### src/rtl/spawn_pkg.sv
// spawn_pkg: states, widths and the lane clamp shared by the spawn scheduler.
package spawn_pkg;
    localparam int RND_W = 5;
    localparam int LANE_W = 3;
    localparam logic [RND_W-1:0] RND_OFFSET = 5'd6;
    typedef enum logic [2:0] {
        S_IDLE, S_REQ_INT, S_LAT_INT, S_REQ_LANE, S_LAT_LANE, S_COUNT, S_EMIT
    } spawn_state_t;
    // Undo the source offset at 5 bits; values below the offset wrap high and clamp too.
    function automatic logic [LANE_W-1:0] clamp_lane(input logic [RND_W-1:0] r, input logic [RND_W-1:0] max_lane);
        logic [RND_W-1:0] d;
        d = r - RND_OFFSET;
        return LANE_W'(d > max_lane ? max_lane : d);
    endfunction
endpackage

### src/rtl/tick_down_counter.sv
// tick_down_counter: loadable down-counter stepping on qualified ticks, pulses zero on the 1->0 step.
module tick_down_counter #(
    parameter int W = 5
) (
    input  logic         clk,
    input  logic         rst,
    input  logic         i_load,
    input  logic [W-1:0] i_value,
    input  logic         i_tick,
    input  logic         i_en,
    output logic         o_zero
);
    logic [W-1:0] r_count;
    logic         w_dec;
    assign w_dec  = i_tick && i_en;
    assign o_zero = w_dec && r_count == W'(1);
    always_ff @(posedge clk) begin
        if (rst)
            r_count <= '0;
        else if (i_load)
            r_count <= i_value;
        else if (w_dec)
            r_count <= r_count - W'(1);
    end
endmodule

### src/rtl/spawn_scheduler.sv
// spawn_scheduler: draws a delay and a lane from the random source, counts the delay
// down in game ticks and offers the spawn over valid/ready.
module spawn_scheduler
    import spawn_pkg::*;
#(
    parameter int NUM_LANES = 4,
    parameter int INT_RANGE = 8,
    parameter int CNT_W     = 8
) (
    input  logic              clk,
    input  logic              rst,
    input  logic              enable,
    input  logic              tick,
    input  logic [RND_W-1:0]  rnd,
    output logic              gen,
    output logic [RND_W-1:0]  range,
    output logic              spawn_valid,
    input  logic              spawn_ready,
    output logic [LANE_W-1:0] spawn_lane,
    output logic [CNT_W-1:0]  spawn_count,
    output logic              busy
);
    spawn_state_t      r_state, w_next;
    logic              r_gen;
    logic [RND_W-1:0]  r_range;
    logic [LANE_W-1:0] r_lane;
    logic [CNT_W-1:0]  r_count;
    logic              w_zero;

    tick_down_counter #(.W(RND_W)) u_delay (
        .clk     (clk),
        .rst     (rst),
        .i_load  (r_state == S_LAT_INT),
        .i_value (rnd),
        .i_tick  (tick),
        .i_en    (enable && r_state == S_COUNT),
        .o_zero  (w_zero)
    );

    // Once a draw starts it runs to completion; only IDLE and COUNT look at enable.
    always_comb begin
        w_next = r_state;
        case (r_state)
            S_IDLE:     w_next = enable ? S_REQ_INT : S_IDLE;
            S_REQ_INT:  w_next = S_LAT_INT;
            S_LAT_INT:  w_next = S_REQ_LANE;
            S_REQ_LANE: w_next = S_LAT_LANE;
            S_LAT_LANE: w_next = S_COUNT;
            S_COUNT:    w_next = w_zero ? S_EMIT : S_COUNT;
            S_EMIT:     w_next = spawn_ready ? S_IDLE : S_EMIT;
            default:    w_next = S_IDLE;
        endcase
    end

    always_ff @(posedge clk) begin
        if (rst) begin
            r_state <= S_IDLE;
            r_gen   <= 1'b0;
            r_range <= RND_W'(INT_RANGE);
            r_lane  <= '0;
            r_count <= '0;
        end else begin
            r_state <= w_next;
            r_gen   <= w_next == S_REQ_INT || w_next == S_REQ_LANE;
            r_range <= w_next == S_REQ_INT ? RND_W'(INT_RANGE) : w_next == S_REQ_LANE ? RND_W'(NUM_LANES) : r_range;
            if (r_state == S_LAT_LANE)
                r_lane <= clamp_lane(rnd, RND_W'(NUM_LANES - 1));
            if (r_state == S_EMIT && spawn_ready)
                r_count <= r_count + CNT_W'(1);
        end
    end

    assign gen         = r_gen;
    assign range       = r_range;
    assign spawn_valid = r_state == S_EMIT;
    assign spawn_lane  = r_lane;
    assign spawn_count = r_count;
    assign busy        = r_state != S_IDLE;
endmodule

### config.mk
export PLATFORM = sky130hd
export DESIGN_NAME = spawn_scheduler
export DESIGN_NICKNAME = d
export VERILOG_FILES = /design/src/rtl/spawn_pkg.sv /design/src/rtl/tick_down_counter.sv /design/src/rtl/spawn_scheduler.sv
export SDC_FILE = /design/constraint.sdc
export NUM_CORES = 1
export LEC_CHECK = 0
export BUFFER_PORTS_ARGS = -buffer_cell sky130_fd_sc_hd__buf_4
export CORE_AREA = 3 3 59 47
export DETAILED_ROUTE_END_ITERATION = 8
export DIE_AREA = 0 0 62 50
export MAX_ROUTING_LAYER = met4
export PLACE_DENSITY = 0.78
export REMOVE_ABC_BUFFERS = 1
export SYNTH_ARGS = -nofsm -noshare
export SYNTH_HDL_FRONTEND = slang
export SYNTH_HIERARCHICAL = 1
export SYNTH_SLANG_ARGS = --single-unit
export TNS_END_PERCENT = 100
### constraint.sdc
create_clock -name clk -period 1.81 [get_ports clk]
set_input_delay 0.181 -clock clk [delete_from_list [all_inputs] [get_ports clk]]
set_output_delay 0.181 -clock clk [all_outputs]
set_load 0.1 [all_outputs]
==> impl_metrics.toml, run 1 <==
[run_status]
run_status = "finished, final reports clean"

[timing]
finalHoldViolCount = 0
fin_ws_ns = 0.209
max_freq_ghz = 0.624
tns_ns = 0
rsz0062_at_grt = "no"
setup_viol = 0
fin_crit_sh = 0.885
period_needed_ns = 1.60
finClkSkew_ns = 0.00118
drv_slew = 0

[detailed_routing]
wl_per_cell_um = 12.0
wl_um = 2220
drc = 0
vias = 933
ant_nets = 0
drt-initial-drc-count = 29
drt_pass1_iterations = 4
vias_per_cell = 5.07

[power]
peakVddDrop_v = 0.000465
power_leakage_nw = 0.585
power_density_mw_per_mm2 = 820

[finish]
drive_above_1_share = 0.240
layout_commonest_cell = "buf_4"
nets = 167
antenna_cells = 0
layout.cells.non_filler = 184
mostFrequentLayoutCells = "buf_4, dfxtp_1, nor2_1"
syn_to_final_growth_pct = 20.3
finalInstanceArea_mm2 = 0.00136

[synth]
synth_xor_area_frac = 0.0698
synth_seq_cells = 22
synth_cells = 125
ys_warn_count = 6
synthAdderAreaFrac = 0.0554
synth_top_family_by_area = "simple AND/OR/NAND/NOR gates"
syn_avg_cell_area_um2 = 9.03
synth-compound-area-share = 0.151
synthSimpleGateAreaFrac = 0.251
ys_types = 38
syn_area_mm2 = 0.00113
yosysSeqAreaShare = 0.390
synthMuxAreaShare = 0.00887

[floorplan]
rows = 15
core_mm2 = 0.00227
die_h_um = 50
fp.dieW_um = 62
initial_core_util = 0.497
die-area_mm2 = 0.00310
ios = 29

[cts]
post_cts_buffers = 0
cts_max_path_buffers = 2
cts_sinks = 22
cts_tree = "done"
clk_pin_slew_ns = 0.11
h-tree-depth = 1
cts-resized-gates = 0
worstSkewPairLatency_ns = 0.30
ctsHoldBuffers = 0
cts_buffers = 3
root_buffer = "clkbuf_4"

[place]
hpwl_um = 1680
finalWeightedCongestion = 0.847
dp_slack_ns = 0.127
placedCellCount = 181
placed_cell_area_mm2 = 0.00134
port_buffers = 25

[worst_setup_path]
critPathKind = "register to primary output"
worstPathMaxFanout = 9
slowest_delay_ns = 0.38
worstPathCellList = "buf_4 -> or3_1 -> buf_4"
worst_ep_arrival_time_ns = 1.42
crit_path_top_delay_cell = "or3_1"
critPathBufInv = 2
crit_required_ns = 1.63
cp_top_family = "buffers and inverters"
start_kind = "register"
end_kind = "primary output"
critPathMostFrequentCell = "buf_4"

[global_route]
global_route.usage.met3 = 0.0471
grt_pass1_vias = 831
grtUsageMet1 = 0.208
grt_pass1_wl_um = 3570
grt_max_degree = 23
globalRoute.busiestLayer = "met2"
overflow = 0
grt_usage = 0.156
antenna_found_initial = 0
use_met2 = 0.231

[min_path]
hold_path_class = "primary input to register"

[job]
maxCapViolations = 0
[synth_stat cells]
| cell type | count | share of area |
|---|---|---|
| nor3b_1 | 1 | 0.0067 |
| a211oi_1 | 2 | 0.013 |
| nand3_1 | 4 | 0.018 |
| o21ai_0 | 4 | 0.018 |
| mux2i_1 | 1 | 0.0089 |
| nand2_1 | 7 | 0.023 |
| buf_4 | 4 | 0.027 |
| nand4b_4 | 1 | 0.021 |
| and3b_1 | 1 | 0.0078 |
| xnor2_1 | 6 | 0.047 |
| inv_1 | 7 | 0.023 |
| nor2_1 | 15 | 0.050 |
| or4_1 | 1 | 0.0067 |
| dfxtp_1 | 22 | 0.39 |
| nand2b_1 | 2 | 0.011 |
| a311oi_1 | 6 | 0.047 |
| a311o_1 | 1 | 0.0089 |
| buf_2 | 1 | 0.0044 |
| o41ai_1 | 1 | 0.0078 |
| nor4_1 | 1 | 0.0055 |
| a221oi_1 | 1 | 0.0078 |
| and4b_1 | 1 | 0.0089 |
| nor3_1 | 2 | 0.0089 |
| ha_1 | 5 | 0.055 |
| clkbuf_1 | 2 | 0.0067 |
| buf_6 | 1 | 0.010 |
| or3_1 | 5 | 0.028 |
| and2_1 | 1 | 0.0055 |
| o31ai_1 | 1 | 0.0067 |
| a21oi_1 | 8 | 0.035 |
| conb_1 | 1 | 0.0033 |
| nor3b_2 | 1 | 0.011 |
| o21bai_1 | 1 | 0.0067 |
| nor4_4 | 1 | 0.019 |
| or2_2 | 1 | 0.0055 |
| and3_1 | 1 | 0.0055 |
| xor2_1 | 3 | 0.023 |
| or4b_2 | 1 | 0.0089 |
[tightest hold or removal path, delay by kind of cell]
kind            cells  cell delay, ns
buf+inv             2            0.16
compound gates      1            0.06
[report_power, final]
part | leakage, nW | total (W) | internal [W] | switching, W
combinational | 0.393 | 0.000359 | 0.000104 | 0.000255
clock | 0.0138 | 0.000214 | 0.0000777 | 0.000136
sequential | 0.179 | 0.000540 | 0.000518 | 0.0000220
[logic make-up after synthesis]
logic type      Yosys count
xor+xnor                  9
other cells               1
flops                    22
compound gates           25
mux                       1
simple gates             47
fa+ha+maj                 5
buf+inv                  15
[path summary, 6_finish.rpt]
path,startpoint,end,slack (ns),cells after the start
worst min register to register,spawn_lane[2],spawn_lane[2],0.48,1
worst max-delay path,r_state[2],busy,0.21,3
worst min-delay path,rnd[0],spawn_lane[0],0.14,3
worst max register to register,r_state[1],u_delay/r_count[4],0.28,4
[flip-flops by register name, indices dropped and copies added, names as in the netlist]
name and count:
spawn_lane 3, spawn_count 8, u_delay/r_count 5, range 2, gen 1, r_state 3
[metal layers]
layer  part of all wire  vias to the layer above
met2               0.45                       19
met5                  0                        -
met3              0.044                        2
met4             0.0081                        0
met1               0.49                      424
li1                   -                      488
[cell type report]
| class | instances | area, µm² |
|---|---|---|
| fill | 218 | 913 |
| multi-input combinational | 90 | 616 |
| sequential | 22 | 440 |
| timing repair buffer | 28 | 210 |
| tap | 34 | 42.5 |
| inverter | 7 | 26.3 |
| clock buffer | 3 | 22.5 |
[metrics by stage]
| stage | util | power [W] | hold WS [ns] |
|---|---|---|---|
| after floorplan | - | 0.000815 | 0.250 |
| final | 0.598 | 0.00111 | 0.141 |
| after global placement | 0.588 | 0.000903 | 0.465 |
| after detailed placement | 0.588 | 0.000911 | 0.471 |
| after CTS | 0.598 | 0.00112 | 0.136 |
| after global routing | 0.598 | 0.00117 | 0.146 |
Note: power is estimated with default switching activity, not from simulation.
==> run 2, diff against run 1 <==
- PLACE_DENSITY: 0.78 -> 0.87
==> run 2 against run 1 <==
Sequential share of layout area decreased by 0.70 points. Combinational power barely moved. Clock skew is 0.0067 ns higher. Hold slack lost 0.014 ns. Utilization is 1.3 points higher. Power up 15%. Cell area is 2.2% higher. Critical path type unchanged. Largest cell class unchanged.
==> impl_metrics.toml, run 2 (synthesis gave the netlist of run 1 again) <==
[run_status]
run_status = "finished, final reports clean"

[finish]
regArea_um2 = 440
syn_to_final_growth_pct = 22.9
post-route-util = 0.611
mostFrequentLayoutCells = "buf_4, dfxtp_1, nor2_1"
drive_above_1_share = 0.245
antenna_cells = 0
nets = 167
final.fill_count = 190
layout_commonest_cell = "buf_4"
multiInputGateArea_um2 = 616
largest_reg_flops = 8

[timing]
period_needed_ns = 1.63
tns_ns = 0
drv_slew = 0
setup_viol = 0
rsz0062_at_grt = "no"
finalHoldViolCount = 0
max_freq_ghz = 0.613
finClkSkew_ns = 0.00793
fin_ws_ns = 0.179
fin_crit_sh = 0.901

[cts]
worstSkewPairLatency_ns = 0.31
post_cts_buffers = 0
cts_max_path_buffers = 2
cts-resized-gates = 0
cts_tree = "done"
ctsHoldBuffers = 0
root_buffer = "clkbuf_4"
cts_buffers = 3
cts_sinks = 22
h-tree-depth = 1
clk_pin_slew_ns = 0.13

[worst_setup_path]
worstPathMaxFanout = 9
r2r_setup_slack_ns = 0.19
worst_ep_arrival_time_ns = 1.45
end_kind = "primary output"
cp_top_family = "buffers and inverters"
crit_path_top_delay_cell = "or3_1"
worstPathCellList = "buf_4 -> or3_1 -> buf_4"
slowest_delay_ns = 0.38
start_kind = "register"
crit_required_ns = 1.63
critPathBufInv = 2
critPathMostFrequentCell = "buf_4"
critPathKind = "register to primary output"

[floorplan]
ios = 29
core_mm2 = 0.00227
initial_core_util = 0.497
die-area_mm2 = 0.00310
die_h_um = 50
fp.dieW_um = 62
rows = 15

[global_route]
overflow = 0
antenna_found_initial = 0
grt_max_degree = 23
grt_usage = 0.159
grt_pass1_wl_um = 3590
grt_pass1_vias = 815

[min_path]
hold_path_class = "primary input to register"

[place]
hpwl_um = 1770
port_buffers = 25
finalWeightedCongestion = 0.810
dp_slack_ns = 0.144

[detailed_routing]
drt_pass1_iterations = 4
drt-initial-drc-count = 26
wl_um = 2270
drc = 0
vias = 947
ant_nets = 0
vias_per_cell = 5.12
wl_per_cell_um = 12.3

[job]
maxCapViolations = 0

[power]
power_leakage_nw = 0.599
power_density_mw_per_mm2 = 921
peakVddDrop_v = 0.000516
-- run 2: changes by cell type in the layout (fill, tap and decap cells not counted) --
cell / change
bufinv_16: +1
-- run 2: worst paths after layout --
check	cells past startpoint	startpoint	end
max	3	r_state[2]	busy
min	3	rnd[0]	spawn_lane[0]
max reg2reg	5	r_state[2]	r_state[1]
min reg2reg	1	spawn_lane[2]	spawn_lane[2]
-- run 2: layer usage --
metal | up-vias | GRT usage | routed length (µm)
met5 | - | - | 0
met3 | 0 | 0.0340 | 88
met1 | 438 | 0.186 | 977
met4 | 0 | 0.0424 | 0
met2 | 19 | 0.271 | 1210
li1 | 490 | - | -
-- run 2: worst reg2reg max path, stage by stage, from the launching register on --
cell and delay (ns):
dfxtp_1 0.37, and4b_1 0.27, nand2_1 0.14, nor4_1 0.34, nand2_1 0.10, a311oi_1 0.30
-- run 2: metrics by stage --
step           std cells  hold slack, ns  total power [W]  cell area [µm²]
2_1_floorplan        119           0.250         0.000815             1080
3_3_place_gp         181           0.465         0.000900             1340
3_5_place_dp         181           0.473         0.000908             1340
4_1_cts              185           0.123          0.00129             1390
5_1_grt              185           0.133          0.00133             1390
6_report             185           0.127          0.00128             1390
-- run 2: area by class of cell --
type	instances	area share
multi-input cells	90	0.444
clock inverters	1	0.0216
clock buffers	3	0.0162
repair buffers	28	0.151
inverters	7	0.0189
well taps	34	0.0307
flip-flops and latches	22	0.317
-- run 2: report_power, final --
part / switching, W / total (W) / internal (W)
Combinational: 0.000255 / 0.000359 / 0.000104
Sequential: 0.0000231 / 0.000541 / 0.000518
Clock: 0.000154 / 0.000378 / 0.000224
Total: 0.000432 / 0.00128 / 0.000846
